<file path="src/rtl/bios_loader.sv">
// Byte-command BIOS loader between the UART byte stream and the CPU RAM port.
// Optional feature macro: BIOS_ACK_EN (one acknowledge byte per completed non-read command).
module bios_loader #(
    parameter int ADDR_WIDTH   = 32,
    parameter int DATA_WIDTH   = 32,
    parameter int READ_LATENCY = 1,
    parameter int RST_CYCLES   = 4
) (
    input  logic                    clk,
    input  logic                    rst,
    input  logic                    clk_en,
    output logic                    o_rst,
    output logic                    o_booted,
    output logic                    o_err,
    output logic                    o_read_req,
    output logic [ADDR_WIDTH-1:0]   o_read_addr,
    input  logic [DATA_WIDTH-1:0]   i_read_data,
    output logic                    o_write_enable,
    output logic [DATA_WIDTH/8-1:0] o_byte_enable,
    output logic [ADDR_WIDTH-1:0]   o_write_addr,
    output logic [DATA_WIDTH-1:0]   o_write_data,
    input  logic [7:0]              i_data,
    input  logic                    i_valid,
    output logic                    o_in_ready,
    output logic [7:0]              o_data,
    output logic                    o_valid,
    input  logic                    i_out_ready
);

    localparam int NB = DATA_WIDTH / 8;
    localparam int NA = ADDR_WIDTH / 8;
    localparam int CW = 16;

    localparam logic [7:0] OP_NOP     = 8'h00;
    localparam logic [7:0] OP_BOOT    = 8'h01;
    localparam logic [7:0] OP_RST     = 8'h02;
    localparam logic [7:0] OP_READ    = 8'h03;
    localparam logic [7:0] OP_WRITE   = 8'h04;
    localparam logic [7:0] OP_SETADDR = 8'h05;
    localparam logic [7:0] ACK_UNKNOWN = 8'hFF;

`ifdef BIOS_ACK_EN
    localparam logic ACK_EN = 1'b1;
`else
    localparam logic ACK_EN = 1'b0;
`endif

    typedef enum logic [3:0] {
        IDLE, ADDR, WDATA, WRITE, RREQ, RWAIT, RSEND, RSTP, ACK, BOOTED
    } state_t;

    state_t                 state_q, state_d;
    logic [ADDR_WIDTH-1:0]  addr_q, addr_d;
    logic [DATA_WIDTH-1:0]  wdata_q, wdata_d;
    logic [DATA_WIDTH-1:0]  rdata_q, rdata_d;
    logic [CW-1:0]          cnt_q, cnt_d;
    logic [7:0]             data_q, data_d;
    logic                   valid_q, valid_d;
    logic                   err_q, err_d;
    logic                   booted_q, booted_d;
    logic                   we_q, we_d;
    logic                   re_q, re_d;
    logic                   rstp_q, rstp_d;
    logic                   in_ready_s;
    logic                   in_fire_s;
    logic                   out_fire_s;
    logic                   go_done_s;
    logic [7:0]             ack_s;

    // Ready is gated by rst so the port reads 0 during reset and 1 right after.
    assign in_ready_s = ~rst & ((state_q == IDLE) | (state_q == ADDR) | (state_q == WDATA));
    assign in_fire_s  = i_valid & in_ready_s;
    assign out_fire_s = valid_q & i_out_ready;

    // Next-state and datapath decode.
    always_comb begin
        state_d   = state_q;
        addr_d    = addr_q;
        wdata_d   = wdata_q;
        rdata_d   = rdata_q;
        cnt_d     = cnt_q;
        data_d    = data_q;
        valid_d   = valid_q;
        err_d     = err_q;
        booted_d  = booted_q;
        go_done_s = 1'b0;
        ack_s     = OP_NOP;

        case (state_q)
            IDLE: begin
                if (in_fire_s) begin
                    cnt_d = '0;
                    case (i_data)
                        OP_NOP: begin
                            go_done_s = 1'b1;
                            ack_s     = OP_NOP;
                        end
                        OP_BOOT: begin
                            state_d  = BOOTED;
                            booted_d = 1'b1;
                        end
                        OP_RST:     state_d = RSTP;
                        OP_READ:    state_d = RREQ;
                        OP_WRITE:   state_d = WDATA;
                        OP_SETADDR: state_d = ADDR;
                        default: begin
                            err_d     = 1'b1;
                            go_done_s = 1'b1;
                            ack_s     = ACK_UNKNOWN;
                        end
                    endcase
                end else begin
                    state_d = IDLE;
                end
            end
            ADDR: begin
                // Bytes shift in from the top so byte 0 lands in bits 7:0 after NA bytes.
                if (in_fire_s) begin
                    addr_d = (addr_q >> 8) | (ADDR_WIDTH'(i_data) << (ADDR_WIDTH - 8));
                    if (cnt_q == CW'(NA - 1)) begin
                        cnt_d     = '0;
                        go_done_s = 1'b1;
                        ack_s     = OP_SETADDR;
                    end else begin
                        cnt_d = cnt_q + CW'(1);
                    end
                end else begin
                    state_d = ADDR;
                end
            end
            WDATA: begin
                if (in_fire_s) begin
                    wdata_d = (wdata_q >> 8) | (DATA_WIDTH'(i_data) << (DATA_WIDTH - 8));
                    if (cnt_q == CW'(NB - 1)) begin
                        cnt_d   = '0;
                        state_d = WRITE;
                    end else begin
                        cnt_d = cnt_q + CW'(1);
                    end
                end else begin
                    state_d = WDATA;
                end
            end
            WRITE: begin
                addr_d    = addr_q + ADDR_WIDTH'(NB);
                go_done_s = 1'b1;
                ack_s     = OP_WRITE;
            end
            RREQ: begin
                cnt_d   = '0;
                state_d = RWAIT;
            end
            RWAIT: begin
                if (cnt_q == CW'(READ_LATENCY - 1)) begin
                    cnt_d   = '0;
                    data_d  = i_read_data[7:0];
                    rdata_d = i_read_data >> 8;
                    valid_d = 1'b1;
                    state_d = RSEND;
                end else begin
                    cnt_d = cnt_q + CW'(1);
                end
            end
            RSEND: begin
                if (out_fire_s) begin
                    if (cnt_q == CW'(NB - 1)) begin
                        cnt_d   = '0;
                        valid_d = 1'b0;
                        addr_d  = addr_q + ADDR_WIDTH'(NB);
                        state_d = IDLE;
                    end else begin
                        cnt_d   = cnt_q + CW'(1);
                        data_d  = rdata_q[7:0];
                        rdata_d = rdata_q >> 8;
                    end
                end else begin
                    state_d = RSEND;
                end
            end
            RSTP: begin
                if (cnt_q == CW'(RST_CYCLES - 1)) begin
                    cnt_d     = '0;
                    go_done_s = 1'b1;
                    ack_s     = OP_RST;
                end else begin
                    cnt_d = cnt_q + CW'(1);
                end
            end
            ACK: begin
                if (out_fire_s) begin
                    valid_d = 1'b0;
                    state_d = IDLE;
                end else begin
                    state_d = ACK;
                end
            end
            BOOTED:  state_d = BOOTED;
            default: state_d = IDLE;
        endcase

        if (go_done_s && ACK_EN) begin
            state_d = ACK;
            data_d  = ack_s;
            valid_d = 1'b1;
        end else if (go_done_s) begin
            state_d = IDLE;
        end else begin
            state_d = state_d;
        end

        we_d   = (state_d == WRITE);
        re_d   = (state_d == RREQ);
        rstp_d = (state_d == RSTP);
    end

    // State and output registers; nothing moves on cycles with clk_en low.
    always_ff @(posedge clk) begin
        if (rst) begin
            state_q  <= IDLE;
            addr_q   <= '0;
            wdata_q  <= '0;
            rdata_q  <= '0;
            cnt_q    <= '0;
            data_q   <= 8'h00;
            valid_q  <= 1'b0;
            err_q    <= 1'b0;
            booted_q <= 1'b0;
            we_q     <= 1'b0;
            re_q     <= 1'b0;
            rstp_q   <= 1'b0;
        end else if (clk_en) begin
            state_q  <= state_d;
            addr_q   <= addr_d;
            wdata_q  <= wdata_d;
            rdata_q  <= rdata_d;
            cnt_q    <= cnt_d;
            data_q   <= data_d;
            valid_q  <= valid_d;
            err_q    <= err_d;
            booted_q <= booted_d;
            we_q     <= we_d;
            re_q     <= re_d;
            rstp_q   <= rstp_d;
        end
    end

    // Strobe flags are masked by clk_en so each lasts exactly one enabled cycle.
    assign o_write_enable = we_q & clk_en;
    assign o_read_req     = re_q & clk_en;
    assign o_byte_enable  = {NB{o_write_enable}};
    assign o_rst          = rstp_q & ~rst;
    assign o_booted       = booted_q;
    assign o_err          = err_q;
    assign o_read_addr    = addr_q;
    assign o_write_addr   = addr_q;
    assign o_write_data   = wdata_q;
    assign o_in_ready     = in_ready_s;
    assign o_data         = data_q;
    assign o_valid        = valid_q;

endmodule

</file>
<file path="config.mk">
export PLATFORM = sky130hd
export DESIGN_NAME = bios_loader
export DESIGN_NICKNAME = d
export VERILOG_FILES = /design/src/rtl/bios_loader.sv
export SDC_FILE = /design/constraint.sdc
export NUM_CORES = 1
export LEC_CHECK = 0
export CORE_MARGIN = 5
export CORE_UTILIZATION = 45
export CTS_CLUSTER_DIAMETER = 150
export CTS_CLUSTER_SIZE = 10
export DETAILED_ROUTE_END_ITERATION = 8
export PLACE_DENSITY_LB_ADDON = 0.15
export SLEW_MARGIN = 15
export SYNTH_ARGS = -nofsm -noshare
export SYNTH_HDL_FRONTEND = slang
export SYNTH_SLANG_ARGS = --single-unit
</file>
<file path="constraint.sdc">
create_clock -name clk -period 2.33 [get_ports clk]
set_clock_uncertainty 0.2 [all_clocks]
set_input_delay 0.233 -clock clk [delete_from_list [all_inputs] [get_ports clk]]
set_output_delay 0.233 -clock clk [all_outputs]
set_load 0.02 [all_outputs]
</file>
# ---- Word level (Yosys, flattened, before mapping)
# Index checks and enable logic that the tools add are counted.
dict set report totals {
  output_inout_bits 115
  in_bits 45
  register_bits 130
  wordCells 109
}
dict set report classes {
  n_reduce_logical 18
  bitwise 12
  addsub 2
  n_eq_ne 26
  muxes 39
}
# cell count
set op_table {}
lappend op_table {{$mux 32} 6}
lappend op_table {{$pmux 16 s6} 1}
lappend op_table {{$pmux 32 s3} 1}
lappend op_table {{$mux 16} 5}
lappend op_table {{$or 24x32->32} 2}
lappend op_table {{$pmux 32 s2} 1}
lappend op_table {{$mux 4} 9}
lappend op_table {{$pmux 4 s9} 1}
lappend op_table {{$add 32x3->32 const B} 1}
lappend op_table {{$eq 4x3->1 const B} 6}
lappend op_table {{$mux 8} 3}
lappend op_table {{$pmux 4 s5} 1}
lappend op_table {{$add 16x1->16 const B} 1}
lappend op_table {{$eq 16x2->1 const B} 1}
lappend op_table {{$eq 8x2->1 const B} 2}
lappend op_table {{$eq 8x3->1 const B} 2}
lappend op_table {{$logic_not 16->1} 1}
lappend op_table {{$pmux 8 s2} 1}
lappend op_table {{$reduce_and 5->1} 3}
lappend op_table {{$ne 2x2->1 const B} 7}
lappend op_table {{$eq 4x2->1 const B} 3}
lappend op_table {{$eq 4x4->1 const B} 2}
lappend op_table {{$eq 8x1->1 const B} 1}
lappend op_table {{$logic_not 8->1} 1}
lappend op_table {{other kinds (18)} 35}

# ---- Logic depth before layout (Yosys ltp)
dict set report depth {
  word_depth 9
  ltp_mapped 10
  depth_no_buf 8
}

# ---- Least setup slack after synthesis
# Ideal clock, no wire load.
dict set report synth_timing {
  kind {reg-to-reg}
  start {register cnt_q[0]}
  end {register re_q}
  period_less_slack_ps 2427
  required_time_ps 2034
  t_arrival_ps 2132
  setup_ps 96
  setup_slack_ps -97
  stages_incl_launch_ff 8
  n_path_buf 1
  cell_sequence {dfxtp_1 -> ha_1 -> nor3b_1 -> nand4_2 -> and2_4 -> buf_6 -> or4_4 -> o41ai_2}
}
dict set report synth_between {
  elab_chain_len 6
  word_cells_on_any_way 13
  classes_between {2 x eq/ne; 10 x mux; 1 x reduce/logical}
}
# element line_no
set synth_rtl {}
lappend synth_rtl {{start: declaration} 56} ;# logic [CW-1:0] cnt_q, cnt_d;
lappend synth_rtl {{start signal: assignment} 236} ;# cnt_q <= cnt_d;
lappend synth_rtl {{$eq 16x2->1} --}
lappend synth_rtl {{$mux 4, or another cell as far along} 166} ;# if (cnt_q == CW'(NB - 1)) begin
lappend synth_rtl {{$mux 4, or another cell as far along} 165} ;# if (out_fire_s) begin
lappend synth_rtl {{$pmux 4 s9 or $pmux 1 s4 (tied branches)} 89} ;# case (state_q)
lappend synth_rtl {{$mux 4 *} 205} ;# end else if (go_done_s) begin
lappend synth_rtl {{$eq 4x3->1 *} 212} ;# re_d = (state_d == RREQ);
lappend synth_rtl {{end signal: assignment} 242} ;# re_q <= re_d;
lappend synth_rtl {{end: declaration} 62} ;# logic re_q, re_d;
# Every way passes the cells marked *; elsewhere a longest branch is shown, timed or not.
# A chain may end at the register's enable or synchronous reset.

# ---- Worst setup path after layout
dict set report layout_timing {
  start {register state_q[3]}
  end {register cnt_q[7]}
}
dict set report layout_between {
  elab_chain_len 7
  word_cells_on_any_way 18
  classes_between {9 x eq/ne; 1 x mux; 4 x bitwise; 4 x reduce/logical}
}
# element line_no
set layout_rtl {}
lappend layout_rtl {{start: declaration} 52} ;# state_t state_q, state_d;
lappend layout_rtl {{start signal: assignment} 232} ;# state_q <= state_d;
lappend layout_rtl {{$eq 4x1->1 or $logic_not 4->1 (tied branches)} {71, 89}}
lappend layout_rtl {{$or 1x1->1 (2 in a row)} 71} ;# assign in_ready_s = ~rst & ((state_q == IDLE) | (state_q == ADDR) | (state_q == WDATA));
lappend layout_rtl {{$and 1x1->1} 71}
lappend layout_rtl {{$and 1x1->1} 72} ;# assign in_fire_s = i_valid & in_ready_s;
lappend layout_rtl {{$ne 2x2->1 (no line) or $ne 2x1->1 (tied branches)} --}
lappend layout_rtl {{$reduce_and 5->1 (no line)} --}
# Parallel ways exist; a longest one is shown, timed or not.

==> flow_metrics.tcl <==
set metrics [dict create \
    numCtsBuffers 17 \
    root_buffer "clkbuf_16" \
    htreeDepth 4 \
    fillers 1153 \
    setup_violations 0 \
    cts_hold_buffers 0 \
    area_delta_synth_final_pct 45.5 \
    num_vias 6716 \
    powerDensity_nw_per_um2 524 \
    synthCells 805 \
    initial_utilization 0.461 \
    yosys.area.top_type_share 0.380 \
    cts_buffer_depth 2 \
    clock.fmax_mhz 444 \
    combPwrFrac 0.055 \
    ir_worst_vdd_v 0.000500 \
    rows 43 \
    drive_gt1_frac 0.195 \
    die-area_sq_um 16800 \
    die_w_um 130 \
    place_area_sq_um 8650 \
    period_needed_ns 2.25 \
    synthTopCellsByArea "dfxtp_1, nand2_1, a21oi_1" \
    p_clk_frac 0.517 \
    fin_crit_sh 0.966 \
    placeableCoreArea_sq_um 13900 \
    drtIter0Drc 587 \
    wl_per_cell_um 16.5 \
    seqPwrFrac 0.428 \
    relSlewSlack 0.716 \
    status "complete, no violations" \
    ys_types 68 \
    yosysSeqAreaShare 0.380 \
    synth.net_count 853 \
    required_ns 2.48 \
    viasPerCell 5.62 \
    cp-end-kind "flop" \
    antennaDiodeCount 0 \
    cts_sinks 122 \
    intPower_mw 3.76 \
    r2r_slack_ns 0.08 \
    async_flop_share 0 \
    first_pass_iters 6 \
    yosys_register_bits 122 \
    worst-slew-pin-transition_ns 0.425 \
    drc_errors 0 \
    final_cell_area_sq_um 9350 \
    p_sw_frac 0.233 \
    yosysWarnings 0 \
    cp_max_fo 5 \
    ios 160 \
    nets 1051 \
    grt_setup_unrepaired "yes" \
    p_leak_nw 3.28 \
    clk_latency_ns 0.42 \
    synth_edf_count 0 \
    hold_viol_final 0 \
    yosys.cell_count.top_type "dfxtp_1" \
    arrival_ns 2.40 \
    slew_viol_final 0 \
    syn_area_sq_um 6430 \
    cts_tree "yes" \
    overflow 0 \
    ys_top_cells_by_count "dfxtp_1, nand2_1, nor2_1, a21oi_1, clkbuf_1" \
    hold_class "in2reg" \
    holdWs_ns 0.109 \
    yosysTopAreaCell "dfxtp_1" \
    gp_congestion 0.907 \
    final_antenna_net_count 0 \
    dominantRegCellSynth "dfxtp_1" \
    switchingPower_mw 1.14 \
    antenna_found_initial 0 \
    clkSlewWorstSetupHoldPaths_ns 0.06 \
    die_y_um 130 \
    routed_wl_um 19800 \
    maxCapViolCount 0 \
    hpwl_um 14200 \
    grt_pass1_vias 6455 \
    syn_area_per_cell_sq_um 7.99 \
    grt_pass1_wl_um 31900 \
    worstSetupPathType "reg2reg" \
    numPortBuffers 159 \
    grt_start_max_net_pins 39 \
    critPathLaunchType "flop" \
    grt_use_total 0.235 \
]
==> layout make-up <==
| cell class | instances | area (sq um) | share of cell area |
|---|---|---|---|
| clock buffer | 19 | 453 | 0.0484 |
| inverter | 20 | 75.1 | 0.00803 |
| clock inverter | 13 | 116 | 0.0124 |
| timing repair buffer | 271 | 2510 | 0.269 |
| tap | 180 | 225 | 0.0241 |
| sequential | 122 | 2460 | 0.263 |
| multi-input combinational | 571 | 3510 | 0.376 |
==> what timing repair did <==
action,in CTS,in global routing
gates resized for setup,3,29
setup buffers,0,3
setup endpoints to repair,5,84
pin swaps,1,7
==> worst max-delay path, stage by stage (launching register included) <==
cell and delay [ns]:
dfxtp_1 0.46, nor4bb_4 0.09, a211o_1 0.39, a2111o_1 0.35, or3_1 0.34, a211o_1 0.30
o21ai_1 0.06
==> power groups by stage <==
stage | registers [mW] | clock network [mW] | logic, mW
after floorplan | 2.14 | 0 | 0.104
after global placement | 2.14 | 0 | 0.258
after detailed placement | 2.14 | 0 | 0.262
after CTS | 2.09 | 2.57 | 0.263
after global routing | 2.09 | 2.66 | 0.292
final | 2.10 | 2.53 | 0.270
==> placed cells by master, fill, tap and decap left out, types with 27 or more instances in the layout <==
cell             count
a211oi_1            31
a21oi_1             72
clkdlybuf4s50_1    154
dfxtp_1            111
mux2i_1             34
buf_4              104
nand2_1            113
nor2_1              75
o21ai_0             29
nand3_1             27
==> final timing paths <==
check / start / endpoint / depth (start not counted)
setup / recovery: state_q[3] / cnt_q[7] / 6
setup reg to reg: state_q[3] / cnt_q[7] / 6
hold reg to reg: o_write_data[6] / o_write_data[6] / 2
hold / removal: rst / rdata_q[13] / 3
==> metal layers <==
layer / vias up / global-route usage / wire length (um)
met4: 0 / 0.0886 / 427
met3: 42 / 0.0408 / 1170
met2: 257 / 0.406 / 9860
li1: 3241 / - / -
met5: - / 0 / 0
met1: 3176 / 0.293 / 8300
==> through the flow <==
stage,instances,setup slack (ns),power (mW),util,setup TNS (ns)
finish,1196,0.0801,4.90,0.671,0
floorplan,805,-0.00552,2.24,-,-0.00552
global route,1196,-0.0615,5.05,0.671,-0.156
detailed placement,1161,-0.426,2.40,0.621,-5.18
CTS,1193,0.0110,4.93,0.662,0
global placement,1161,-0.345,2.40,0.621,-3.36
==> sequential cells by signal, indices dropped and copies added (netlist names) <==
name and cells:
cnt_q 16, o_booted 1, o_data 8, o_err 1, o_read_addr 32, o_valid 1
o_write_data 32, rdata_q 24, re_q 1, rstp_q 1, state_q 4, we_q 1
==> cell families (layout without fill, tap and decap cells) <==
group	after synthesis	in the layout	synth area share
compound gates	199	199	0.202
buf+inv	112	323	0.0909
mux	36	36	0.0564
flops	122	122	0.380
simple gates	321	321	0.249
xor+xnor	12	12	0.0163
fa+ha+maj	3	3	0.00584
No activity file was read; power rests on OpenSTA's default activity.
